===== config.mk =====
export PLATFORM = sky130hd
export DESIGN_NAME = riscv_fetch_unit
export DESIGN_NICKNAME = d
export VERILOG_FILES = /design/src/rtl/riscv_fetch_unit.sv
export SDC_FILE = /design/constraint.sdc
export NUM_CORES = 1
export LEC_CHECK = 0
export CORE_AREA = 8 8 126 128
export CTS_BUF_LIST = sky130_fd_sc_hd__clkbuf_8 sky130_fd_sc_hd__clkbuf_16
export CTS_CLUSTER_DIAMETER = 40
export DETAILED_ROUTE_END_ITERATION = 10
export DIE_AREA = 0 0 134 136
export PLACE_DENSITY = 0.81
export SYNTH_ARGS = -nofsm -noshare
export SYNTH_HDL_FRONTEND = slang
export SYNTH_SLANG_ARGS = --single-unit

===== constraint.sdc =====
create_clock -name clk -period 3 [get_ports clk]
set_clock_uncertainty 0.05 [all_clocks]
set_input_delay 0.6 -clock clk [delete_from_list [all_inputs] [get_ports clk]]
set_output_delay 0.6 -clock clk [all_outputs]
set_load 0.01 [all_outputs]

===== src/rtl/riscv_fetch_unit.sv =====
`timescale 1ns/1ps
// Instruction-fetch stage: owns the PC and fetches one instruction at a time
// over a request/response handshake. It holds each word until execute retires it.
module riscv_fetch_unit #(
  parameter int              XLEN      = 32,
  parameter logic [XLEN-1:0] RESET_PC  = '0,
  parameter logic [XLEN-1:0] NOP_INSTR = 32'h0000_0013
) (
  input  logic            clk,
  input  logic            rst_n,
  output logic            imem_req,
  output logic [XLEN-1:0] imem_addr,
  input  logic            imem_rvalid,
  input  logic [XLEN-1:0] imem_rdata,
  input  logic            retire,
  input  logic [1:0]      pc_src,
  input  logic [XLEN-1:0] imm,
  input  logic [XLEN-1:0] alu_result,
  output logic            instr_valid,
  output logic [XLEN-1:0] instr,
  output logic [6:0]      opCode,
  output logic [2:0]      func3,
  output logic [6:0]      func7,
  output logic [XLEN-1:0] pc,
  output logic [XLEN-1:0] pc_plus4,
  output logic            misalign_err
);

  typedef enum logic [2:0] {
    IDLE  = 3'd0,
    REQ   = 3'd1,
    WAIT  = 3'd2,
    VALID = 3'd3,
    HALT  = 3'd4
  } state_t;

  state_t          state_q, state_d;
  logic [XLEN-1:0] pc_q, pc_d;
  logic [XLEN-1:0] instr_q, instr_d;
  logic            vld_q, vld_d;
  logic            err_q, err_d;
  logic [XLEN-1:0] next_pc;

  // Next-PC select; all sums wrap modulo 2^XLEN. Select 11 behaves like 00.
  function automatic logic [XLEN-1:0] calc_next_pc(
    input logic [1:0]      sel,
    input logic [XLEN-1:0] cur_pc,
    input logic [XLEN-1:0] offset,
    input logic [XLEN-1:0] target
  );
    logic [XLEN-1:0] result;
    case (sel)
      2'b01:   result = cur_pc + offset;
      2'b10:   result = target & ~XLEN'(1);
      default: result = cur_pc + XLEN'(4);
    endcase
    return result;
  endfunction

  assign next_pc = calc_next_pc(pc_src, pc_q, imm, alu_result);

  always_comb begin
    state_d  = state_q;
    pc_d     = pc_q;
    instr_d  = instr_q;
    vld_d    = vld_q;
    err_d    = err_q;
    imem_req = 1'b0;
    case (state_q)
      IDLE: state_d = REQ;
      REQ: begin
        imem_req = 1'b1;
        state_d  = WAIT;
      end
      WAIT: begin
        if (imem_rvalid) begin
          instr_d = imem_rdata;
          vld_d   = 1'b1;
          state_d = VALID;
        end
      end
      VALID: begin
        if (retire) begin
          vld_d   = 1'b0;
          instr_d = NOP_INSTR;
          if (next_pc[1:0] == 2'b00) begin
            pc_d    = next_pc;
            state_d = REQ;
          end else begin
            err_d   = 1'b1;
            state_d = HALT;
          end
        end
      end
      HALT:    state_d = HALT;
      default: state_d = IDLE;
    endcase
  end

  always_ff @(posedge clk or negedge rst_n) begin
    if (!rst_n) begin
      state_q <= IDLE;
      pc_q    <= RESET_PC;
      instr_q <= NOP_INSTR;
      vld_q   <= 1'b0;
      err_q   <= 1'b0;
    end else begin
      state_q <= state_d;
      pc_q    <= pc_d;
      instr_q <= instr_d;
      vld_q   <= vld_d;
      err_q   <= err_d;
    end
  end

  // Fields slice the held word; it is NOP whenever no valid instruction is held.
  assign imem_addr    = pc_q;
  assign pc           = pc_q;
  assign pc_plus4     = pc_q + XLEN'(4);
  assign instr        = instr_q;
  assign instr_valid  = vld_q;
  assign misalign_err = err_q;
  assign opCode       = instr_q[6:0];
  assign func3        = instr_q[14:12];
  assign func7        = instr_q[31:25];

endmodule


==> metrics.md, run 1 <==
| Metric | Value |
|---|---|
| Core area | approximately 14000 sq um |
| Gpl congestion | 0.946 |
| Main synth FF type | dfrtp_1 |
| Synth async-reset ratio | 100% |
| Avg Synthesized Cell Area | between 7 and 8 sq um |
| Leakage power | about 0.0043 uW |
| Synth Area in Compound Gates | 25.7% |
| Tightest Pin Transition | between 0.6 and 0.7 ns |
| Critical Path Source Type | flop |
| WP data required | about 2.4 ns |
| Vias in the first global route | 6880 |
| Number of core rows | 44 |
| Die Area | ~18000 sq um |
| Post-Synth XOR/XNOR Area | 8.07% |
| Largest net degree at the start of global routing | 66 |
| Syn Inst Count | between 700 and 800 |
| Area grow syn2layout | 64.1% |
| Total GRT Usage | 24.2% |
| Pwr/cell area | between 900 and 1000 nW/um^2 |
| Slew Limit Fails | 0 |
| Vias per cell | approximately 5.5 |
| Synthesized area | 5970 sq um |
| RSZ-0062 raised after global routing | yes |
| Syn nets | ~900 |
| Placed Cells | 1237 |
| Max-slew headroom | a little under three fifths |
| Via count | around 7000 |
| Clock sinks | 69 |
| Setup crit end kind | output port |
| Max Clk Rate | about 330 MHz |
| Post-route DRC | 0 |
| CTS H-tree depth | 3 |
| Synth Warn # | 0 |
| Total CTS buffers | 9 |
| Clk slew on worst S/H paths | roughly 0.06 ns |
| Peak supply drop | roughly 0.00055 V |
| Seq/Total Area, Yosys | between 20% and 30% |
| Top cells by area, synth | dfrtp_1, nand2_1, ha_1 |
| Drt total wl | between 20000 and 25000 microns |
| #FFs+latches synth | 69 |
| Port buffer count | roughly 250 |
| # fillers | 1093 |
| Max Buffers Root-to-Sink | 2 |
| Starting Density | 42.5% |
| Synth unique cells | between 60 and 70 |
| Slowest-stage cell, CP | dfrtp_1 |
| Final Hold Vio Count | 0 |
| Initial antenna violation count | 0 |
| Post-synthesis simple-gate area fraction | between 10% and 20% |
| Hold Path Class | primary input to asynchronous set/reset pin |
| Post-synth EDFFs | 0 |
| Mux contribution to synthesized area | 0% |
| Dpl hpwl | roughly 18000 microns |
| First-pass GRT wire length | 35400 microns |
| Final Non-Filler Cells | ~1300 |
| Crit Path Class | flop to output port |
| CP delay by family, top | simple AND/OR/NAND/NOR gates |
| Highest-count cells in the layout ignoring fill and taps | clkdlybuf4s50_1, buf_4, nand2_1 |
| Die width | ~130 microns |
| Post-Synth Adder-Cell Area | 7.46% |
| Commonest non-fill, non-tap cell in the layout | clkdlybuf4s50_1 |
| Fin crit share | between 90% and 100% |
| Clk Tree Root Cell | clkbuf_16 |
| Clk Latency, worst-skew pair | between 0.3 and 0.4 ns |
| Critical Path Max Stage Delay | 0.39 ns |
| Routed len/inst | about 18 microns |
| CP cell instances | ha_4 -> nand2_4 -> nor4_4 -> buf_4 -> nand4_1 -> buf_4 -> or2_4 -> xnor2_2 -> buf_2 |
| Top cell type's share of synthesized area | between 20% and 30% |
| Crit path DAT | between 2 and 2.5 ns |
| CP most frequent cell | buf_4 |
| TritonCTS clock tree | done |
| Yosys top cell by area | dfrtp_1 |
| Nets | approximately 1200 |
| Post-CTS Hold Buffers | 0 |
| Setup violations, final | 0 |
| Outcome | complete, no violations |
| Remaining Overflow, GRT | 0 |
| Max Cap Viol | 0 |
| Die Span Y | between 100 and 150 microns |
| Ratio of cells with drive above 1 in the final layout | a little over a fifth |
| Post-route minimum period | 3.00 ns |
| Largest family of logic cells by synthesized area | compound AO/OA/AOI/OAI gates |
| Crit path max fanout | 2 |
| Initial DRC count | between 500 and 600 |
| Antenna-violating nets left | 0 |
| # diodes | 0 |
| I/O Pins | 250 |
| Final Core Density | a little over two thirds |
| DRT Pass-1 Iters | 5 |
| Worst Path Buf+Inv | 3 |
-- per-layer routing --
layer / up-vias / track usage, % / wire [microns]
met5: - / 0 / 0
met4: 0 / 8.55 / 578
met3: 48 / 5.06 / 1880
met2: 341 / 42.5 / 11300
met1: 3316 / 28.7 / 9510
li1: 3312 / - / -
-- stage by stage --
stage          setup TNS, ns  hold WS, ns  worst slack [ns]  instance area, sq um  power [uW]
2_1_floorplan              0        0.254             0.115                  5970        5040
3_3_place_gp           -7.26        0.402            -0.514                  9160        8090
3_5_place_dp           -8.55        0.412            -0.565                  9160        8190
4_1_cts             -0.00814        0.263          -0.00531                  9610        9410
5_1_grt               -0.457        0.280            -0.110                  9800       10300
6_report                   0        0.250          0.000670                  9800        9660
-- report_power, final --
| group | switching (uW) | leakage (uW) | internal (uW) |
|---|---|---|---|
| Sequential | 410 | 0.000853 | 1340 |
| Clock | 452 | 0.000145 | 657 |
| Combinational | 3260 | 0.00333 | 3550 |
-- worst paths after layout --
kind                                     startpoint                   endpoint  slack [ns]  depth (start not counted)
max                        imem_addr[3]$_DFFE_PN0P_               pc_plus4[20]      0.0007                          9
min                                           rst_n       instr[2]$_DFFE_PN0P_        0.25                          2
max reg2reg                imem_addr[2]$_DFFE_PN0P_  imem_addr[30]$_DFFE_PN0P_        0.13                         12
min reg2reg                 instr_valid$_DFFE_PN0P_    instr_valid$_DFFE_PN0P_        0.43                          1
max in group asynchronous                     rst_n   imem_addr[9]$_DFFE_PN0P_        2.25                          2
min in group clk            instr_valid$_DFFE_PN0P_    instr_valid$_DFFE_PN0P_        0.43                          1
-- logic make-up after synthesis --
kind of cell               after synthesis
and+or+nand+nor                        248
AOI/OAI and AO/OA                      245
buffers and inverters                  112
DFF                                     69
xor gates and xnor gates                55
adders and majority gates               35
-- synth_stat cells (all sizes together) (8+ instances only) --
cell type,count
o21ai,75
dfrtp,66
nor2,56
nand3,18
a21oi,64
xor2,19
a221oi,16
and3,11
xnor2,36
a21o,14
buf,56
nand4,11
nor3,11
o22ai,8
ha,34
inv,25
a31oi,15
nand2,114
clkbuf,31
-- final cells by class --
type | instances | area, sq um | share of cell area [%]
inverter | 25 | 93.8 | 0.958
tap | 184 | 230 | 2.35
clock inverter | 7 | 82.6 | 0.843
sequential | 69 | 1730 | 17.7
timing repair buffer | 393 | 3560 | 36.3
multi-input combinational | 583 | 3880 | 39.6
clock buffer | 9 | 225 | 2.30
-- state kept, by name (all words and copies together) (netlist names) --
name,count
imem_addr,32
instr,32
state_q,3
instr_valid,1
misalign_err,1
-- repair_timing --
item,CTS,global route
endpoints found under the setup margin,27,27
gates resized for setup,54,56
pin swaps,19,24
hold endpoints to repair,0,0
setup buffers,8,9
No activity file was read; power rests on OpenSTA's default activity.
==> run 2, diff against run 1 <==
Settings changed: CORE_AREA 8 8 126 128 to 2 2 120 122, DIE_AREA 0 0 134 136 to 0 0 122 124.
==> run 2 against run 1 <==
The run now ends with negative setup slack left; critical path type unchanged; via count up 0.46%; largest power group unchanged; hold slack better by 0.088 ns; clock power about the same; routed wire length down 5.5%; first-iteration DRC count up 1.9%; cell count unchanged; non-clock buffer count up 4; register-to-register slack worse by 0.08 ns; critical path depth unchanged; sequential power about the same; core utilization up 1.4 points.
==> metrics.md, run 2 (same netlist as run 1, synthesis figures left out) <==
| Metric | Value |
|---|---|
| Outcome | finished with violations (was complete, no violations) |
| Failing checks | negative setup slack |
| Area grow syn2layout | 63.7% (was 64.1%) |
| WP data required | 2.35 ns (about the same) |
| Post-CTS Hold Buffers | 0 (unchanged) |
| Number of core rows | 43 (was 44) |
| Setup crit end kind | output port (unchanged) |
| Clk slew on worst S/H paths | 0.07 ns (was 0.06 ns) |
| Remaining Overflow, GRT | 0 (unchanged) |
| Routed len/inst | 17.3 microns (was 18.4 microns) |
| Largest net degree at the start of global routing | 70 (was 66) |
| Starting Density | 43.5% (was 42.5%) |
| Slowest-stage cell, CP | dfrtp_1 (unchanged) |
| Initial antenna violation count | 0 (unchanged) |
| Total CTS buffers | 9 (unchanged) |
| Crit Path Class | flop to output port (unchanged) |
| Clk Tree Root Cell | clkbuf_16 (unchanged) |
| Initial DRC count | 523 (was 513) |
| Combinational group share of total power | 70.5% (was 70.4%) |
| Critical Path Max Stage Delay | 0.36 ns (was 0.39 ns) |
| First-pass GRT wire length | 33200 microns (was 35400 microns) |
| Drt total wl | 22000 microns (was 23300 microns) |
| P_int | 5490 uW (was 5540 uW) |
| Worst Path Buf+Inv | 4 (was 3) |
| # fillers | 1047 (was 1093) |
| Pwr/cell area | 973 nW/um^2 (was 986 nW/um^2) |
| Multi-input logic area | 3830 sq um (was 3880 sq um) |
| Psw | 4020 uW (was 4120 uW) |
| Sw Ratio | 42.3% (was 42.6%) |
| I/O Pins | 250 (unchanged) |
| Setup violations, final | 2 (was 0) |
| Clk Latency, worst-skew pair | 0.34 ns (about the same) |
| Port buffer count | 248 (unchanged) |
| Leakage power | 0.00432 uW (was 0.00433 uW) |
| Dpl cell area | 9120 sq um (was 9160 sq um) |
| Hold Path Class | primary input to asynchronous set/reset pin (unchanged) |
| Crit path max fanout | 10 (was 2) |
| Total GRT Usage | 27.9% (was 24.2%) |
| Crit path DAT | 2.36 ns (was 2.35 ns) |
| Max Clk Rate | 332 MHz (was 333 MHz) |
| Dpl hpwl | 15900 microns (was 17600 microns) |
| Critical Path Source Type | flop (unchanged) |
| Max-slew headroom | 38.7% (was 55.5%) |
| Max Buffers Root-to-Sink | 2 (unchanged) |
| Gpl congestion | 0.937 (was 0.946) |
| Peak supply drop | 0.000460 V (was 0.000553 V) |
| # diodes | 0 (unchanged) |
| Final Core Density | 71.2% (was 69.8%) |
| Core area | 13700 sq um (was 14000 sq um) |
| Clock sinks | 69 (unchanged) |
| Via count | 7049 (was 7017) |
| Post-Route Hold Slack | 0.339 ns (was 0.250 ns) |
| Post-route DRC | 0 (unchanged) |
| Die width | 122 microns (was 134 microns) |
| Max Cap Viol | 0 (unchanged) |
| Slew Limit Fails | 0 (unchanged) |
| RSZ-0062 raised after global routing | yes (unchanged) |
| Tightest Pin Transition | 0.919 ns (was 0.667 ns) |
| Register area | 1730 sq um (unchanged) |
| CP cell instances | buf_4 -> nand3_2 -> or2_4 -> nor3_4 -> buf_12 -> nand4_4 -> xor2_2 -> inv_1 -> dlygate4sd2_1 (was ha_4 -> nand2_4 -> nor4_4 -> buf_4 -> nand4_1 -> buf_4 -> or2_4 -> xnor2_2 -> buf_2) |
| Ratio of cells with drive above 1 in the final layout | 20.5% (was 21.0%) |
| TritonCTS clock tree | done (unchanged) |
| Post-route cell area | 9770 sq um (was 9800 sq um) |
| Die Area | 15100 sq um (was 18200 sq um) |
| Final Hold Vio Count | 0 (unchanged) |
| CP delay by family, top | buffers and inverters (was simple AND/OR/NAND/NOR gates) |
| Flop pwr share | 18.1% (about the same) |
| Clock power frac | 11.4% (was 11.5%) |
| Vias in the first global route | 6696 (was 6880) |
| Post-route minimum period | 3.01 ns (was 3.00 ns) |
| CTS H-tree depth | 3 (unchanged) |
| Vias per cell | 5.55 (was 5.53) |
| DRT Pass-1 Iters | 8 (was 5) |
| Antenna-violating nets left | 0 (unchanged) |
| Highest-count cells in the layout ignoring fill and taps | clkdlybuf4s50_1, buf_4, nand2_1 (unchanged) |
| PnR worst setup slack | -0.0113 ns (was 0.000670 ns) |
| Commonest non-fill, non-tap cell in the layout | clkdlybuf4s50_1 (unchanged) |
| Fin crit share | 100% (about the same) |
| Die Span Y | 124 microns (was 136 microns) |
| Nets | 1222 (was 1218) |
==> run 2: cell types whose count changed in the layout (fill, tap and decap cells not counted), sizes merged <==
cell and change:
dlygate4sd2 +3, clkinv +3, clkbuf -4, clkdlybuf4s50 +1, clkinvlp -1, buf +4, inv -2
==> run 2: power groups by stage <==
| stage | Clock (uW) | Combinational, uW | Sequential (uW) |
|---|---|---|---|
| after floorplan | 0 | 3070 | 1970 |
| after global placement | 0 | 6270 | 1700 |
| after detailed placement | 0 | 6320 | 1710 |
| after CTS | 1090 | 6460 | 1720 |
| after global routing | 1140 | 7210 | 1790 |
| final | 1080 | 6700 | 1720 |
==> run 2: per-layer routing <==
| metal | track usage [%] | vias to the layer above | part of all wire, % |
|---|---|---|---|
| li1 | - | 3325 | - |
| met1 | 34.7 | 3311 | 40 |
| met2 | 48.0 | 360 | 49 |
| met3 | 4.76 | 53 | 9.2 |
| met4 | 11.7 | 0 | 2.6 |
| met5 | 0 | - | 0 |
==> run 2: worst paths after layout <==
path / start / endpoint / slack (ns) / depth (start not counted)
worst min-delay path: rst_n / imem_addr[14]$_DFFE_PN0P_ / 0.34 / 1
min in group clk: misalign_err$_DFFE_PN0P_ / misalign_err$_DFFE_PN0P_ / 0.41 / 1
worst max-delay path: imem_addr[3]$_DFFE_PN0P_ / pc_plus4[31] / -0.01 / 9
worst min register to register: misalign_err$_DFFE_PN0P_ / misalign_err$_DFFE_PN0P_ / 0.41 / 1
worst max register to register: imem_addr[4]$_DFFE_PN0P_ / imem_addr[30]$_DFFE_PN0P_ / 0.05 / 14
max in group asynchronous: rst_n / state_q[1]$_DFFE_PN0P_ / 1.94 / 1
==> run 2: area by class of cell <==
class                      instances  share of cell area (%)
multi-input combinational        583                    39.2
timing repair buffer             397                    36.8
sequential                        69                    17.7
clock buffer                       9                    2.30
tap                              180                    2.30
inverter                          25                   0.960
clock inverter                     7                   0.704
==> run 2: what timing repair did <==
action | 4_1_cts | 5_1_grt
gates resized for setup | 45 | 44
hold endpoints to repair | 0 | 0
pin swaps | 14 | 31
setup endpoints to repair | 27 | 24
buffers inserted | 14 | 11
==> run 2: worst reg2reg max path: stages (launching register included) <==
cell	delay, ns
dfrtp_1	0.41
buf_4	0.15
buf_4	0.15
ha_1	0.31
o21a_1	0.11
o31a_1	0.14
nor3_2	0.17
o311a_1	0.25
a21oi_2	0.06
buf_4	0.15
buf_4	0.14
a311oi_4	0.32
a21oi_2	0.10
xnor2_1	0.14
o31ai_1	0.21
==> run 2: stage by stage <==
| step | setup slack (ns) | TNS (ns) | std cells | power [uW] |
|---|---|---|---|---|
| finish | -0.0113 | -0.0218 | 1270 | 9510 |
| global route | -0.0704 | -0.199 | 1270 | 10100 |
| CTS | -0.0458 | -0.140 | 1259 | 9270 |
| detailed placement | -0.555 | -8.45 | 1229 | 8030 |
| global placement | -0.530 | -7.41 | 1229 | 7970 |
| floorplan | 0.115 | 0 | 764 | 5040 |
